===== config.mk =====
export PLATFORM = sky130hd
export DESIGN_NAME = spi_word_slave_rx_flat
export DESIGN_NICKNAME = d
export VERILOG_FILES = /design/src/rtl/spi_word_slave_rx_if.sv /design/src/rtl/spi_word_slave_rx.sv /design/src/flat_wrapper.sv
export SDC_FILE = /design/constraint.sdc
export NUM_CORES = 1
export LEC_CHECK = 0
export BUFFER_PORTS_ARGS = -buffer_cell sky130_fd_sc_hd__buf_2
export CAP_MARGIN = 20
export CELL_PAD_IN_SITES_DETAIL_PLACEMENT = 1
export CELL_PAD_IN_SITES_GLOBAL_PLACEMENT = 1
export CORE_ASPECT_RATIO = 1.5
export CORE_MARGIN = 4
export CORE_UTILIZATION = 45
export CTS_CLUSTER_DIAMETER = 30
export CTS_CLUSTER_SIZE = 24
export DETAILED_ROUTE_END_ITERATION = 16
export PLACE_DENSITY = 0.88
export SETUP_SLACK_MARGIN = 0.02
export SLEW_MARGIN = 20
export SYNTH_ARGS = -nofsm -noshare
export SYNTH_HDL_FRONTEND = slang
export SYNTH_SLANG_ARGS = --single-unit

===== constraint.sdc =====
create_clock -name i_Clk -period 3.46 [get_ports i_Clk]
set_input_delay 0.346 -clock i_Clk [delete_from_list [all_inputs] [get_ports i_Clk]]
set_output_delay 0.346 -clock i_Clk [all_outputs]
set_load 0.05 [all_outputs]

===== src/rtl/spi_word_slave_rx_if.sv =====
// SPI pin and received-word bundle for spi_word_slave_rx.
// slave modport faces the deserializer; master modport faces the SPI master / word consumer.
interface spi_word_slave_rx_if #(
  parameter int WORD_BITS = 24
);
  logic                 i_SPI_Clk;
  logic                 i_SPI_MOSI;
  logic                 i_SPI_CS_n;
  logic                 o_SPI_MISO;
  logic [WORD_BITS-1:0] o_RX_Word;
  logic                 o_RX_DV;
  logic                 o_Frame_Err;
  logic [7:0]           o_Word_Count;

  modport slave (
    input  i_SPI_Clk, i_SPI_MOSI, i_SPI_CS_n,
    output o_SPI_MISO, o_RX_Word, o_RX_DV, o_Frame_Err, o_Word_Count
  );

  modport master (
    output i_SPI_Clk, i_SPI_MOSI, i_SPI_CS_n,
    input  o_SPI_MISO, o_RX_Word, o_RX_DV, o_Frame_Err, o_Word_Count
  );
endinterface


===== src/rtl/spi_word_slave_rx.sv =====
// Oversampled SPI peripheral deserializer: WORD_BITS-bit MSB-first words out with a 1-cycle valid.
// Optional MISO echo of the previously completed word when SPI_SLAVE_ECHO_EN is defined.
module spi_word_slave_rx #(
  parameter int SPI_MODE    = 3,
  parameter int WORD_BITS   = 24,
  parameter int SYNC_STAGES = 2
) (
  input  logic                  i_Clk,
  input  logic                  i_Rst_n,
  spi_word_slave_rx_if.slave    spi
);
  localparam logic CPOL = (SPI_MODE >= 2);
  localparam logic CPHA = ((SPI_MODE % 2) == 1);
  localparam int   CW   = $clog2(WORD_BITS + 1);

  localparam logic [1:0] S_IDLE  = 2'd0;
  localparam logic [1:0] S_ARMED = 2'd1;
  localparam logic [1:0] S_SHIFT = 2'd2;

  logic [SYNC_STAGES-1:0] sck_sync_q, sck_sync_d;
  logic [SYNC_STAGES-1:0] mosi_sync_q, mosi_sync_d;
  logic [SYNC_STAGES-1:0] cs_sync_q, cs_sync_d;
  logic                   sck_prev_q, sck_prev_d;
  logic                   cs_prev_q, cs_prev_d;
  logic [SYNC_STAGES:0]   warm_q, warm_d;
  logic [1:0]             state_q, state_d;
  logic [CW-1:0]          bit_cnt_q, bit_cnt_d;
  logic [WORD_BITS-1:0]   shift_q, shift_d;
  logic                   done_q, done_d;
  logic                   err_pend_q, err_pend_d;
  logic                   rx_dv_q, rx_dv_d;
  logic                   frame_err_q, frame_err_d;
  logic [WORD_BITS-1:0]   rx_word_q, rx_word_d;
  logic [7:0]             word_cnt_q, word_cnt_d;

  logic sck_s, mosi_s, cs_s;
  logic sample_edge, cs_fall, cs_rise;
  logic [CW-1:0] cnt_next;

  always_comb begin
    sck_sync_d  = {sck_sync_q[SYNC_STAGES-2:0], spi.i_SPI_Clk};
    mosi_sync_d = {mosi_sync_q[SYNC_STAGES-2:0], spi.i_SPI_MOSI};
    cs_sync_d   = {cs_sync_q[SYNC_STAGES-2:0], spi.i_SPI_CS_n};
    sck_s       = sck_sync_q[SYNC_STAGES-1];
    mosi_s      = mosi_sync_q[SYNC_STAGES-1];
    cs_s        = cs_sync_q[SYNC_STAGES-1];
    sck_prev_d  = sck_s;
    cs_prev_d   = cs_s;
    // Until the chain has flushed its reset value, a synced CS_n=1 is not real
    // and must not arm the FSM, or a frame already in progress would be joined.
    warm_d      = {warm_q[SYNC_STAGES-1:0], 1'b1};

    sample_edge = (CPOL == CPHA) ? (~sck_prev_q & sck_s) : (sck_prev_q & ~sck_s);
    cs_fall     = cs_prev_q & ~cs_s;
    cs_rise     = ~cs_prev_q & cs_s;

    state_d    = state_q;
    bit_cnt_d  = bit_cnt_q;
    shift_d    = shift_q;
    done_d     = 1'b0;
    err_pend_d = 1'b0;
    cnt_next   = bit_cnt_q;

    case (state_q)
      S_IDLE: begin
        if (warm_q[SYNC_STAGES] && cs_s) state_d = S_ARMED;
      end
      S_ARMED: begin
        if (cs_fall) begin
          state_d   = S_SHIFT;
          bit_cnt_d = '0;
        end
      end
      S_SHIFT: begin
        // Sample is applied before a same-cycle CS rise, so a completing bit is not an error.
        if (sample_edge) begin
          shift_d = {shift_q[WORD_BITS-2:0], mosi_s};
          if (bit_cnt_q == CW'(WORD_BITS - 1)) begin
            cnt_next = '0;
            done_d   = 1'b1;
          end else begin
            cnt_next = bit_cnt_q + CW'(1);
          end
        end
        bit_cnt_d = cnt_next;
        if (cs_rise) begin
          state_d    = S_ARMED;
          err_pend_d = (cnt_next != '0);
        end
      end
      default: state_d = S_IDLE;
    endcase

    rx_dv_d     = done_q;
    frame_err_d = err_pend_q;
    rx_word_d   = done_q ? shift_q : rx_word_q;
    word_cnt_d  = done_q ? (word_cnt_q + 8'd1) : word_cnt_q;
  end

  always_ff @(posedge i_Clk or negedge i_Rst_n) begin
    if (!i_Rst_n) begin
      sck_sync_q  <= {SYNC_STAGES{CPOL}};
      mosi_sync_q <= '0;
      cs_sync_q   <= '1;
      sck_prev_q  <= CPOL;
      cs_prev_q   <= 1'b1;
      warm_q      <= '0;
      state_q     <= S_IDLE;
      bit_cnt_q   <= '0;
      shift_q     <= '0;
      done_q      <= 1'b0;
      err_pend_q  <= 1'b0;
      rx_dv_q     <= 1'b0;
      frame_err_q <= 1'b0;
      rx_word_q   <= '0;
      word_cnt_q  <= '0;
    end else begin
      sck_sync_q  <= sck_sync_d;
      mosi_sync_q <= mosi_sync_d;
      cs_sync_q   <= cs_sync_d;
      sck_prev_q  <= sck_prev_d;
      cs_prev_q   <= cs_prev_d;
      warm_q      <= warm_d;
      state_q     <= state_d;
      bit_cnt_q   <= bit_cnt_d;
      shift_q     <= shift_d;
      done_q      <= done_d;
      err_pend_q  <= err_pend_d;
      rx_dv_q     <= rx_dv_d;
      frame_err_q <= frame_err_d;
      rx_word_q   <= rx_word_d;
      word_cnt_q  <= word_cnt_d;
    end
  end

`ifdef SPI_SLAVE_ECHO_EN
  logic [WORD_BITS-1:0] tx_q, tx_d;
  logic                 miso_q, miso_d;
  logic                 drive_edge;

  // CPHA=0 presents the MSB at CS fall and pre-shifts; CPHA=1 presents it on the first drive edge.
  always_comb begin
    drive_edge = (sck_prev_q ^ sck_s) & ~sample_edge;
    tx_d       = tx_q;
    miso_d     = miso_q;
    if (state_q == S_ARMED && cs_fall) begin
      tx_d   = CPHA ? rx_word_q : {rx_word_q[WORD_BITS-2:0], 1'b0};
      miso_d = CPHA ? 1'b0 : rx_word_q[WORD_BITS-1];
    end else if (state_q == S_SHIFT) begin
      if (done_d) begin
        tx_d = shift_d;
      end else if (drive_edge) begin
        miso_d = tx_q[WORD_BITS-1];
        tx_d   = {tx_q[WORD_BITS-2:0], 1'b0};
      end
    end
    if (state_d != S_SHIFT) miso_d = 1'b0;
  end

  always_ff @(posedge i_Clk or negedge i_Rst_n) begin
    if (!i_Rst_n) begin
      tx_q   <= '0;
      miso_q <= 1'b0;
    end else begin
      tx_q   <= tx_d;
      miso_q <= miso_d;
    end
  end

  assign spi.o_SPI_MISO = miso_q;
`else
  assign spi.o_SPI_MISO = 1'b0;
`endif

  assign spi.o_RX_Word    = rx_word_q;
  assign spi.o_RX_DV      = rx_dv_q;
  assign spi.o_Frame_Err  = frame_err_q;
  assign spi.o_Word_Count = word_cnt_q;
endmodule


===== src/flat_wrapper.sv =====
// flat-port wrapper written by rule: the top's interface ports become plain ports
module spi_word_slave_rx_flat 
#(
  parameter int SPI_MODE    = 3,
  parameter int WORD_BITS   = 24,
  parameter int SYNC_STAGES = 2
)
  (i_Clk, i_Rst_n, spi_i_SPI_Clk, spi_i_SPI_MOSI, spi_i_SPI_CS_n, spi_o_SPI_MISO, spi_o_RX_Word, spi_o_RX_DV, spi_o_Frame_Err, spi_o_Word_Count);
  spi_word_slave_rx_if #(.WORD_BITS(WORD_BITS)) spi_i ();
  input  logic i_Clk;
  input  logic i_Rst_n;
  input wire logic [$bits(spi_i.i_SPI_Clk)-1:0] spi_i_SPI_Clk;
  input wire logic [$bits(spi_i.i_SPI_MOSI)-1:0] spi_i_SPI_MOSI;
  input wire logic [$bits(spi_i.i_SPI_CS_n)-1:0] spi_i_SPI_CS_n;
  output wire logic [$bits(spi_i.o_SPI_MISO)-1:0] spi_o_SPI_MISO;
  output wire logic [$bits(spi_i.o_RX_Word)-1:0] spi_o_RX_Word;
  output wire logic [$bits(spi_i.o_RX_DV)-1:0] spi_o_RX_DV;
  output wire logic [$bits(spi_i.o_Frame_Err)-1:0] spi_o_Frame_Err;
  output wire logic [$bits(spi_i.o_Word_Count)-1:0] spi_o_Word_Count;
  assign spi_i.i_SPI_Clk = spi_i_SPI_Clk;
  assign spi_i.i_SPI_MOSI = spi_i_SPI_MOSI;
  assign spi_i.i_SPI_CS_n = spi_i_SPI_CS_n;
  assign spi_o_SPI_MISO = spi_i.o_SPI_MISO;
  assign spi_o_RX_Word = spi_i.o_RX_Word;
  assign spi_o_RX_DV = spi_i.o_RX_DV;
  assign spi_o_Frame_Err = spi_i.o_Frame_Err;
  assign spi_o_Word_Count = spi_i.o_Word_Count;
  spi_word_slave_rx #(.SPI_MODE(SPI_MODE), .WORD_BITS(WORD_BITS), .SYNC_STAGES(SYNC_STAGES)) u_core (.i_Clk(i_Clk), .i_Rst_n(i_Rst_n), .spi(spi_i));
endmodule

==> results.sh <==
export IMPL_synth_nets=257
export IMPL_io_pins=40
export IMPL_power_uw=1740
export IMPL_worstPathMaxFanout=25
export IMPL_cts_repair_resize_count=0
export IMPL_final_nets=298
export IMPL_clk_pin_slew_worst_paths_ps=70
export IMPL_start_util_pct=46.2
export IMPL_cts_sinks=78
export IMPL_final_hold_violation_count=0
export IMPL_p_leak_uw=0.00186
export IMPL_tightest_slew_ps=954
export IMPL_required_ps=3730
export IMPL_reg2reg_from="u_core.sck_sync_q[1]"
export IMPL_ant_nets=0
export IMPL_syn2layout_area_growth_pct=14.5
export IMPL_period_share_pct=44.9
export IMPL_drtPass1Iterations=4
export IMPL_rows=36
export IMPL_grt_pass1_wl_um=10500
export IMPL_period_needed_ps=1550
export IMPL_n_antenna_cell=0
export IMPL_portBuffers=38
export IMPL_ys_ff_latch=78
export IMPL_clockRootBuffer="clkbuf_8"
export IMPL_cp_data_arrival_time_ps=1830
export IMPL_critPathLaunchType="flip-flop"
export IMPL_grt_overflow=0
export IMPL_netlist_area_mm2=0.00302
export IMPL_critPathKind="reg2reg"
export IMPL_drt_iter0_drc=106
export IMPL_avgSynthCellArea_um2=12.1
export IMPL_synth_seq_area_share_pct=64.9
export IMPL_setup_viol=0
export IMPL_yosysUniqueCellTypes=37
export IMPL_clk_latency_ps=350
export IMPL_ir_drop_v=0.000388
export IMPL_grt_pass1_vias=2196
export IMPL_end_kind="flip-flop"
export IMPL_setup_tns_final_ps=0
export IMPL_yosys_warnings=0
export IMPL_endpoint="u_core.bit_cnt_q[1]"
export IMPL_maxClockFrequency_ghz=0.644
export IMPL_hp_class="in2reg"
export IMPL_synth_cells=250
export IMPL_maxSlewViolCount=0
export IMPL_post_drt_wl_per_cell_um=16.1
export IMPL_synth_ff_type="dfrtp_1"
export IMPL_die_x_um=74.9
export IMPL_async_reset_ff_share_pct=100
export IMPL_cap_viol_max_count=0
export IMPL_cts_buffer_depth=2
export IMPL_cpPeakStageDelay_ps=560
export IMPL_cp_startpoint="u_core.sck_sync_q[1]"
export IMPL_fin_skew_ps=11.6
export IMPL_cp_slowest_cell="dfstp_2"
export IMPL_drt_wl_total_um=6000
export IMPL_holdBufCountCts=0
export IMPL_routed_via_density=5.30
export IMPL_cp_cell_sequence="nand2b_1 -> nor2_4 -> a32o_1"
export IMPL_cts_buffers_inserted=9
export IMPL_die_h_um=108
export IMPL_r2r_end="u_core.bit_cnt_q[1]"
export IMPL_drive_gt1_share_pct=31.4
export IMPL_rrSetupSlack_ps=1910
export IMPL_dieArea_mm2=0.00811
export IMPL_gp_congestion=0.821
export IMPL_cts_tree="built"
export IMPL_cts_htree_levels=3
export IMPL_core_area_mm2=0.00653
export IMPL_placed_area_mm2=0.00326
export IMPL_cts_setup_buffers=0
export IMPL_antenna_found_initial=0
export IMPL_dr_total_vias=1972
export IMPL_status="finished, final reports clean"
export IMPL_synth_edff_count=0
export IMPL_drc_errors=0
export IMPL_dp_hpwl_um=4030
export IMPL_design_area_mm2=0.00346
export IMPL_maxSlewHeadroom_pct=36.4
export IMPL_grt_max_degree=79
export IMPL_track_usage_pct=17.1
export IMPL_power_density_mw_per_mm2=502
export IMPL_rsz0062_at_grt="false"
export IMPL_worstRegToRegCells=3
export IMPL_n_fill_cell=699
## metal layers
metal,GRT usage (%),wire length [um],vias up
met5,0,0,-
met4,6.87,116,0
met3,4.74,231,8
met2,28.6,3220,47
met1,20.3,2430,1014
li1,-,-,903
## state kept, by name (all words and copies together), names as in the netlist
signal                   cells
u_core.shift_q              24
u_core.spi.o_RX_Word        24
u_core.spi.o_Word_Count      8
u_core.bit_cnt_q             5
u_core.warm_q                3
u_core.cs_sync_q             2
u_core.mosi_sync_q           2
u_core.sck_sync_q            2
u_core.state_q               2
u_core.cs_prev_q             1
u_core.done_q                1
u_core.err_pend_q            1
u_core.sck_prev_q            1
u_core.spi.o_Frame_Err       1
u_core.spi.o_RX_DV           1
## Yosys cell counts (3+ instances only)
master | n | area share, %
nand2b_1 | 3 | 0.62
a32o_1 | 3 | 0.99
nand3_1 | 4 | 0.66
o21ai_0 | 6 | 0.99
mux2_2 | 25 | 9.3
xnor2_1 | 4 | 1.2
xor2_1 | 3 | 0.87
nand2_1 | 77 | 9.6
nor2_1 | 8 | 0.99
buf_2 | 7 | 1.2
dfstp_2 | 6 | 5.2
dfrtp_1 | 72 | 60
## cells in the final DEF (no fill, tap or decap), drive strengths merged
cell / count
nand2: 78
dfrtp: 72
buf: 39
mux2: 26
clkbuf: 11
nor2: 9
o21ai: 8
dfstp: 6
nand3: 4
xnor2: 4
nand2b: 4
a32o: 3
xor2: 3
a22o: 2
and2b: 2
a21oi: 2
nand4: 2
ha: 2
conb: 2
clkinv: 2
nor2b: 2
inv: 2
o31ai: 2
nand4bb: 1
and3: 1
maj3: 1
o211ai: 1
a31oi: 1
o21a: 1
a22oi: 1
clkinvlp: 1
bufinv: 1
## layout make-up
type / instances / area (um2) / area share [%]
Inverter: 1 / 3.75 / 0.109
Timing Repair Buffer: 39 / 200 / 5.79
Multi-Input combinational cell: 162 / 1000 / 29.0
Sequential cell: 78 / 1960 / 56.7
Clock inverter: 5 / 56.3 / 1.63
Clock buffer: 11 / 141 / 4.09
Tap cell: 76 / 95.1 / 2.75
## per-stage QoR
step	setup slack (ps)	instances	hold slack [ps]	util, %
finish	1910	372	95.4	53.0
CTS	1900	372	74.1	53.0
floorplan	2010	250	50.4	-
detailed placement	1900	356	336	49.9
global placement	1970	356	333	49.9
global route	1780	372	72.8	53.0
## worst max-delay path: cells and delay by family, from the launching register on
kind,cells,cell delay (ps)
simple gates,2,660
compound gates,1,270
flops,1,560
## worst min-delay path by stage
stage                               start                     to  slack (ps)  cells after the start
floorplan                         i_Rst_n    u_core.bit_cnt_q[0]          50                      0
global placement    u_core.mosi_sync_q[0]  u_core.mosi_sync_q[1]         330                      0
detailed placement  u_core.mosi_sync_q[0]  u_core.mosi_sync_q[1]         340                      0
CTS                        spi_i_SPI_CS_n    u_core.cs_sync_q[0]          70                      1
global route                spi_i_SPI_Clk   u_core.sck_sync_q[0]          70                      1
finish                     spi_i_SPI_CS_n    u_core.cs_sync_q[0]         100                      1
## report_power, final
group          leakage [uW]  switching (uW)  internal, uW  total, uW
Combinational      0.000705            58.7          33.6       92.3
Sequential          0.00105            23.8           940        964
Clock             0.0000997             327           353        680
## cells by family (layout without fill, tap and decap cells)
| logic type | count (synthesis) | count (layout) | share of synthesized area, % |
|---|---|---|---|
| xor gates and xnor gates | 7 | 7 | 2.03 |
| adders and majority gates | 3 | 3 | 1.20 |
| AOI/OAI and AO/OA | 21 | 21 | 4.85 |
| muxes | 26 | 26 | 9.82 |
| other | 2 | 2 | 0.249 |
| buffers and inverters | 10 | 56 | 1.91 |
| and+or+nand+nor | 103 | 103 | 15.0 |
| DFF | 78 | 78 | 64.9 |
Note: power is estimated with default switching activity, not from simulation.
